==> config.mk <==
export PLATFORM = sky130hd
export DESIGN_NAME = corefifo_sched
export DESIGN_NICKNAME = d
export VERILOG_FILES = /design/src/rtl/corefifo_pkg.sv /design/src/rtl/rr_arbiter.sv /design/src/rtl/corefifo_sched.sv
export SDC_FILE = /design/constraint.sdc
export NUM_CORES = 1
export LEC_CHECK = 0
export CAP_MARGIN = 25
export CORE_AREA = 2 2 108 110
export CTS_CLUSTER_SIZE = 16
export DETAILED_ROUTE_END_ITERATION = 8
export DIE_AREA = 0 0 110 112
export HOLD_SLACK_MARGIN = 0.06
export PLACE_DENSITY = 0.59
export SLEW_MARGIN = 20
export SYNTH_ARGS = -nofsm -noshare
export SYNTH_HDL_FRONTEND = slang
export SYNTH_SLANG_ARGS = --single-unit
==> constraint.sdc <==
create_clock -name clk -period 4 [get_ports clk]
set_input_delay 0.4 -clock clk [delete_from_list [all_inputs] [get_ports clk]]
set_output_delay 0.4 -clock clk [all_outputs]
set_load 0.01 [all_outputs]
==> src/rtl/corefifo_pkg.sv <==
`default_nettype none
// ============================================================================
//  Module      : corefifo_pkg
//  Description : Shared types and constants for the core opcode FIFO and its
//                access scheduler.
//  Contents    : OPCODE_W   - opcode width carried by corefifo
//                FIFO_DEPTH - corefifo entry count
//                fifo_op_t  - FIFO port operation (read / write)
//                opcode_t   - one opcode word
//  Revision    : 1.0  initial release
// ============================================================================
package corefifo_pkg;

  localparam int OPCODE_W   = 38;
  localparam int FIFO_DEPTH = 4;

  typedef enum logic {
    OP_READ  = 1'b0,
    OP_WRITE = 1'b1
  } fifo_op_t;

  typedef logic [OPCODE_W-1:0] opcode_t;

endpackage
`default_nettype wire

==> src/rtl/rr_arbiter.sv <==
`default_nettype none
// ============================================================================
//  Module      : rr_arbiter
//  Description : Round-robin arbiter. Picks the first requester at or after
//                the rotating pointer, wrapping N-1 -> 0. The pointer moves to
//                one past the winner only when the caller consumes the grant.
//  Ports       : clk     in  1      clock, posedge
//                rst     in  1      synchronous active-high reset (ptr -> 0)
//                req     in  N      request vector
//                advance in  1      grant consumed this cycle
//                gnt     out N      one-hot winner (zero when no request)
//                idx     out IDX_W  binary index of the winner
//  Revision    : 1.0  initial release
// ============================================================================
module rr_arbiter #(
  parameter  int N     = 4,
  localparam int IDX_W = (N > 1) ? $clog2(N) : 1
) (
  input  logic             clk,
  input  logic             rst,
  input  logic [N-1:0]     req,
  input  logic             advance,
  output logic [N-1:0]     gnt,
  output logic [IDX_W-1:0] idx
);

  logic [IDX_W-1:0] rr_ptr_q;
  logic [IDX_W-1:0] rr_ptr_d;
  logic             hit_hi;
  logic             hit_lo;
  logic [IDX_W-1:0] idx_hi;
  logic [IDX_W-1:0] idx_lo;

  // Two-pass priority: the lowest requester at or above the pointer wins;
  // if there is none, wrap around to the lowest requester overall.
  always_comb begin
    hit_hi = 1'b0;
    hit_lo = 1'b0;
    idx_hi = '0;
    idx_lo = '0;
    for (int i = N - 1; i >= 0; i--) begin
      if (req[i]) begin
        hit_lo = 1'b1;
        idx_lo = IDX_W'(i);
        if (IDX_W'(i) >= rr_ptr_q) begin
          hit_hi = 1'b1;
          idx_hi = IDX_W'(i);
        end
      end
    end
    idx = hit_hi ? idx_hi : idx_lo;
    gnt = hit_lo ? (N'(1) << idx) : '0;

    rr_ptr_d = rr_ptr_q;
    if (advance && hit_lo) begin
      rr_ptr_d = (idx == IDX_W'(N - 1)) ? '0 : idx + IDX_W'(1);
    end
  end

  always_ff @(posedge clk) begin
    if (rst) begin
      rr_ptr_q <= '0;
    end else begin
      rr_ptr_q <= rr_ptr_d;
    end
  end

endmodule
`default_nettype wire

==> src/rtl/corefifo_sched.sv <==
`default_nettype none
// ============================================================================
//  Module      : corefifo_sched
//  Description : Access scheduler for the 4-deep core opcode FIFO. Arbitrates
//                NUM_SRC producers onto the write port and drains the read
//                port into a one-entry valid/ready output. At most one FIFO
//                operation per cycle; contention alternates read/write.
//  Ports       : clk, rst              clock / sync active-high reset
//                src_req   [NUM_SRC]   producer requests
//                src_data  [NUM_SRC*OP_W] producer opcodes, slice i*OP_W
//                src_gnt   [NUM_SRC]   one-hot grant, only on write cycles
//                fifo_w_enable/data    FIFO write port
//                fifo_r_enable         FIFO read strobe
//                fifo_r_data           FIFO registered read data
//                fifo_empty/full       FIFO registered flags
//                out_valid/out_data    opcode toward the raster core
//                out_ready             downstream accept
//  Revision    : 1.0  initial release
// ============================================================================
module corefifo_sched
  import corefifo_pkg::*;
#(
  parameter int NUM_SRC = 4,
  parameter int OP_W    = OPCODE_W
) (
  input  logic                    clk,
  input  logic                    rst,
  input  logic [NUM_SRC-1:0]      src_req,
  input  logic [NUM_SRC*OP_W-1:0] src_data,
  output logic [NUM_SRC-1:0]      src_gnt,
  output logic                    fifo_w_enable,
  output logic [OP_W-1:0]         fifo_w_data,
  output logic                    fifo_r_enable,
  input  logic [OP_W-1:0]         fifo_r_data,
  input  logic                    fifo_empty,
  input  logic                    fifo_full,
  output logic                    out_valid,
  output logic [OP_W-1:0]         out_data,
  input  logic                    out_ready
);

  localparam int IDX_W = (NUM_SRC > 1) ? $clog2(NUM_SRC) : 1;

  fifo_op_t         last_op_q;
  fifo_op_t         last_op_d;
  logic             out_valid_q;
  logic             out_valid_d;
  logic             can_wr;
  logic             can_rd;
  logic             do_wr;
  logic             do_rd;
  logic [NUM_SRC-1:0] arb_gnt;
  logic [IDX_W-1:0]   arb_idx;
  logic [OP_W-1:0]    src_arr [NUM_SRC];

  for (genvar gi = 0; gi < NUM_SRC; gi++) begin : g_unpack
    assign src_arr[gi] = src_data[gi*OP_W +: OP_W];
  end

  rr_arbiter #(
    .N (NUM_SRC)
  ) u_arb (
    .clk     (clk),
    .rst     (rst),
    .req     (src_req),
    .advance (do_wr),
    .gnt     (arb_gnt),
    .idx     (arb_idx)
  );

  // Op select. The FIFO flags are registered and already reflect last
  // cycle's op, so no local occupancy count is needed to avoid over/underflow.
  always_comb begin
    can_wr = (|src_req) & ~fifo_full;
    can_rd = ~fifo_empty & (~out_valid_q | out_ready);
    do_wr  = 1'b0;
    do_rd  = 1'b0;
    if (!rst) begin
      if (can_wr && can_rd) begin
        // Contention: strict alternation so neither side starves.
        do_wr = (last_op_q == OP_READ);
        do_rd = (last_op_q == OP_WRITE);
      end else begin
        do_wr = can_wr;
        do_rd = can_rd;
      end
    end

    last_op_d = last_op_q;
    if (do_wr) begin
      last_op_d = OP_WRITE;
    end else if (do_rd) begin
      last_op_d = OP_READ;
    end

    // A read refills the slot even while the current word is being accepted,
    // which gives back-to-back delivery.
    out_valid_d = out_valid_q;
    if (do_rd) begin
      out_valid_d = 1'b1;
    end else if (out_valid_q && out_ready) begin
      out_valid_d = 1'b0;
    end
  end

  always_ff @(posedge clk) begin
    if (rst) begin
      out_valid_q <= 1'b0;
      last_op_q   <= OP_READ;
    end else begin
      out_valid_q <= out_valid_d;
      last_op_q   <= last_op_d;
    end
  end

  assign src_gnt       = do_wr ? arb_gnt : '0;
  assign fifo_w_enable = do_wr;
  assign fifo_w_data   = src_arr[arb_idx];
  assign fifo_r_enable = do_rd;
  assign out_valid     = out_valid_q;
  assign out_data      = fifo_r_data;

endmodule
`default_nettype wire
==> reports/results.tsv, run 1 <==
metric	value	unit
outcome	completed	
layout cells sized above 1	0.0273	
Seq pwr share	0.052	
Design Power	981	µW
part of the power in combinational logic	0.787	
net switching power	330	µW
crit-path leading delay family	buffers and inverters	
RSZ-0062 raised after global routing	no	
slowest stage delay, CP	0.47	ns
Final HPWL DP	6180	µm
Inst Count DP	506	
First-pass DRT Iterations	3	
Synth Instances	206	
crit path buf inv count	4	
TNS Setup	0	ns
initial drt markers	71	
Slew Viols, Final	0	
WL per Instance	14.4	µm
# diodes	0	
Core Area	11200	µm²
num rows	39	
sequential element share of the synthesized area	0.0427	
pre-CTS setup slack	0.893	ns
WP data required	3.60	ns
Post-synth EDFFs	0	
Rel. slew slack	0.745	
vias per cell	4.13	
Hold Path Origin	last_op_q	
grt total ovfl	0	
syn nets	409	
cts hold-fix bufs	0	
root buffer cell	clkbuf_16	
Reg-to-Reg Start	u_arb.rr_ptr_q[0]	
CTS buffer count	3	
Mean Syn Cell Area	9.10	µm²
Setup Crit Path Kind	in -> out	
initial antenna violation count	0	
Hold Vio Cnt, Final	0	
Clock Skew	0.00242	ns
# IOs	282	
most used cell, CP	clkdlybuf4s50_1	
R2R cell count	7	
power per cell area	255	nW/µm²
Nets	571	
vias	2101	
H-tree levels	1	
crit start category	input pin	
Clock power frac	0.161	
Leakage Power	1.53	nW
FILL cells	1146	
Finished Core Util	0.345	
Resized Gates After CTS	0	
die area	12300	µm²
CP arrival	2.69	ns
Synth top area share	0.614	
Tightest Hold Check Type	reg -> reg	
Total Routed Length	7330	µm
Least-Margin Pin Slew	0.379	ns
top-count cell post-synth	mux2i_1	
largest net degree at the start of global routing	46	
Die Height	112	µm
max_cap viols	0	
Worst-Skew Late Latency	0.23	ns
overall routing resource usage	0.111	
YS warnings	0	
r2r setup slk	2.19	ns
initial core utilization	0.168	
DRT antenna net count	0	
first-pass GRT wire length	10900	µm
Final WS setup	0.909	ns
maximum VDD drop	231	µV
hold path depth	1	
CTS tree	done	
# setup viols final	0	
cell-internal power	651	µW
main area contributors after synthesis	mux2i_1 (61%), buf_4 (17%), dfxtp_1 (4.3%)	
# port buffers	205	
worst-path cell chain	clkdlybuf4s50_1 -> nor2b_1 -> a21oi_1 -> o22ai_1 -> a21oi_4 -> buf_12 -> inv_1 -> ha_1 -> and3_1 -> clkdlybuf4s50_1	
routability congestion estimate	0.803	
critical-path maximum fanout	42	
DR DRC count	0	
clock transition at the registers of the reported paths	0.03	ns
slowest stage cell on the critical path	clkdlybuf4s50_1	
synth-to-layout area growth	105	%
CP endpoint kind	output port	
Post-Layout Cell Count	509	
period utilization	0.773	
ys async rst share	0	
Die W	110	µm
Main synth FF type	dfxtp_1	
minimum clock period	3.09	ns
CTS Sinks	4	
post-CTS setup buffers	0	
commonest cells in the netlist	mux2i_1 (115), buf_4 (43), inv_1 (5)	
Fmax	0.323	GHz
vias in the first global route	2274	
Synth area leader	mux2i_1	
clock buffer depth	2	
Mapped Area	1880	µm²
#FFs+latches synth	4	
switching share of power	0.336	
FF-to-FF End	u_arb.rr_ptr_q[1]	
Yosys cell types	24	
hold path endpoint	last_op_q	
-- metrics by stage --
stage               hold slack (ns)  area (µm²)
detailed placement            0.489        3780
CTS                           0.499        3850
finish                        0.494        3850
global route                  0.541        3850
global placement              0.489        3780
floorplan                     0.464        1880
-- power groups by stage --
stage                     Combinational, mW  Sequential [mW]  Clock [mW]
final                                 0.772           0.0512       0.158
after global routing                  0.829           0.0520       0.165
after CTS                             0.787           0.0514       0.162
after detailed placement              0.782           0.0519           0
after global placement                0.778           0.0519           0
after floorplan                       0.431           0.0501           0
-- sequential cells by signal, summed over array words and instances, names as in the netlist --
signal,count
u_arb.rr_ptr_q,2
last_op_q,1
out_valid,1
-- kinds of logic (layout without fill, tap and decap cells) --
logic type	Yosys count	count (layout)	synth area share
fa+ha+maj	4	4	0.0267
compound gates	10	10	0.0374
simple gates	16	16	0.0474
buf+inv	56	216	0.226
mux	116	116	0.620
flops	4	4	0.0427
-- cell usage in the layout, fill, tap and decap left out --
cell and n:
o22a_4 1, nand2b_1 1, o21ba_2 1, mux2i_1 115
a21oi_4 1, nor4_1 2, ha_1 4, buf_12 3
clkbuf_16 3, inv_1 5, a21oi_1 3, o21a_1 1
and2_0 1, clkdlybuf4s50_1 205, nor2_1 4, a21o_1 1
dfxtp_1 4, nor3_1 1, nor2b_1 3, o22ai_1 2
and3_1 4, mux2_2 1
-- per-layer routing --
layer	part of all wire	vias to the layer above	wire length, µm	GRT usage
li1	-	1029	-	-
met5	0	-	0	0
met1	0.34	930	2460	0.106
met3	0.11	23	782	0.0340
met2	0.52	119	3850	0.212
met4	0.032	0	238	0.0498
-- final cells by class --
type | instances | area [µm²] | share of cell area
Clock buffer | 3 | 75.1 | 0.0195
Inverter | 5 | 18.8 | 0.00487
Multi-Input combinational cell | 146 | 1390 | 0.360
Sequential cell | 4 | 80.1 | 0.0208
Tap cell | 143 | 179 | 0.0464
Timing Repair Buffer | 208 | 2110 | 0.548
-- worst max path at each step --
stage                    start  cells past startpoint          to  slack, ns
floorplan           src_req[0]                      9  src_gnt[1]       1.99
global placement    src_req[1]                     10  src_gnt[0]       0.96
detailed placement  src_req[0]                     10  src_gnt[2]       0.89
CTS                 src_req[0]                     10  src_gnt[2]       0.89
global route        src_req[0]                     10  src_gnt[2]       0.76
finish              src_req[0]                     10  src_gnt[0]       0.91
No activity file was read; power rests on OpenSTA's default activity.
==> run 2: changes to the inputs <==
--- a/config.mk
+++ b/config.mk
@@ -6,10 +6,10 @@
 export NUM_CORES = 1
 export LEC_CHECK = 0
 export CAP_MARGIN = 25
-export CORE_AREA = 2 2 108 110
+export CORE_AREA = 2 2 110 112
 export CTS_CLUSTER_SIZE = 16
 export DETAILED_ROUTE_END_ITERATION = 8
-export DIE_AREA = 0 0 110 112
+export DIE_AREA = 0 0 112 114
 export HOLD_SLACK_MARGIN = 0.06
 export PLACE_DENSITY = 0.59
 export SLEW_MARGIN = 20
==> constraint.sdc (replaced) <==
create_clock -name clk -period 2.8 [get_ports clk]
set_input_delay 0.28 -clock clk [delete_from_list [all_inputs] [get_ports clk]]
set_output_delay 0.28 -clock clk [all_outputs]
set_load 0.01 [all_outputs]
==> run 2 against run 1 <==
Effect of this change:
- setup slack got worse by 0.76 ns
- global-route usage fell by 0.33 points
- clock power rose by 44%
- final cell count rose by 4.1%
==> reports/results.tsv, run 2 (synthesis gave the netlist of run 1 again) <==
metric	value	unit
Core Area	11700	µm²
Finished Core Util	0.354	
Global Route met3 Usage	0.0308	
overall routing resource usage	0.108	
Worst-Skew Late Latency	0.23	ns
vias in the first global route	2238	
register area	80.1	µm²
routability congestion estimate	0.760	
CTS tree	done	
root buffer cell	clkbuf_16	
cts hold-fix bufs	0	
Reg with most FFs	u_arb.rr_ptr_q	
max_cap viols	0	
Fmax	0.377	GHz
initial antenna violation count	0	
First-pass DRT Iterations	4	
die area	12800	µm²
FILL cells	1240	
worst hold slack	0.497	ns
crit start category	input pin	
Rel. slew slack	0.754	
Tightest Hold Check Type	reg -> reg	
Least-Margin Pin Slew	0.366	ns
Setup Crit Path Kind	in -> out	
WL per Instance	15.2	µm
# setup viols final	0	
RSZ-0062 raised after global routing	no	
Most Crowded Layer GR	met2	
maximum VDD drop	322	µV
max FFs per register	2	
# diodes	0	
vias	2185	
minimum clock period	2.65	ns
Die Height	114	µm
Die W	112	µm
Leakage Power	1.78	nW
outcome	completed	
clock buffer depth	2	
num rows	40	
GRT met1 Usage	0.109	
CTS buffer count	3	
critical-path maximum fanout	5	
CTS Sinks	4	
CP endpoint kind	output port	
area of the multi-input gates	1420	µm²
met2 global-route usage	0.213	
initial drt markers	47	
Final HPWL DP	6450	µm
Clock Skew	0.00154	ns
DR DRC count	0	
TNS Setup	0	ns
commonest non-fill, non-tap cell in the layout	clkdlybuf4s50_1	
H-tree levels	1	
clock transition at the registers of the reported paths	0.03	ns
grt total ovfl	0	
commonest cells after routing, fill and taps aside	clkdlybuf4s50_1 (189), mux2i_1 (112), dlymetal6s2s_1 (14), buf_4 (11), buf_12 (6)	
largest net degree at the start of global routing	42	
Hold Vio Cnt, Final	0	
CP arrival	2.37	ns
WP data required	2.52	ns
Slew Viols, Final	0	
Nets	588	
first-pass GRT wire length	11200	µm
DRT antenna net count	0	
Total Routed Length	8040	µm
vias per cell	4.12	
# port buffers	205	
# IOs	282	
initial core utilization	0.160	
synth-to-layout area growth	121	%
layout cells sized above 1	0.0836	
power per cell area	371	nW/µm²
period utilization	0.947	
run 2: area by class of cell:
type | instances | share of cell area
well taps | 147 | 0.0444
flip-flops and latches | 4 | 0.0193
inverters | 5 | 0.00453
multi-input cells | 146 | 0.343
clock buffers | 3 | 0.0181
repair buffers | 225 | 0.571
run 2: path summary, 6_finish.rpt:
check | from | to | slack [ns] | cells after the start
max | src_req[2] | src_gnt[0] | 0.15 | 10
min | last_op_q | last_op_q | 0.50 | 1
max reg2reg | u_arb.rr_ptr_q[1] | u_arb.rr_ptr_q[1] | 1.03 | 6
min reg2reg | last_op_q | last_op_q | 0.50 | 1
run 2: power by group:
part	switching [mW]	leakage, nW	internal (mW)
combinational	0.458	1.71	0.775
clock	0.0447	0.0370	0.183
sequential	0.0102	0.0332	0.0647
run 2: repair_timing:
item,CTS,global route
gates resized for setup,6,18
buffers inserted,0,8
pin swaps,1,0
setup endpoints to repair,4,40
gates cloned,0,2
run 2: critical path: stages:
cell,delay [ns]
clkdlybuf4s50_1,0.51
inv_1,0.08
o22ai_1,0.25
a21oi_4,0.10
buf_12,0.15
buf_4,0.13
inv_1,0.07
ha_1,0.15
and3_1,0.13
clkdlybuf4s50_1,0.53
run 2: per-stage QoR:
step           total power, mW  setup slack [ns]  cell area [µm²]  instances
2_1_floorplan            0.687             0.993             1880        206
3_3_place_gp              1.23          0.000844             3870        517
3_5_place_dp              1.24           -0.0327             3870        517
4_1_cts                   1.49          0.000462             3970        520
5_1_grt                   1.63            0.0592             4140        530
6_report                  1.54             0.148             4140        530
run 2: layer usage:
| metal | vias up | part of all wire |
|---|---|---|
| li1 | 1061 | - |
| met1 | 990 | 0.36 |
| met2 | 115 | 0.54 |
| met3 | 19 | 0.081 |
| met4 | 0 | 0.023 |
| met5 | - | 0 |
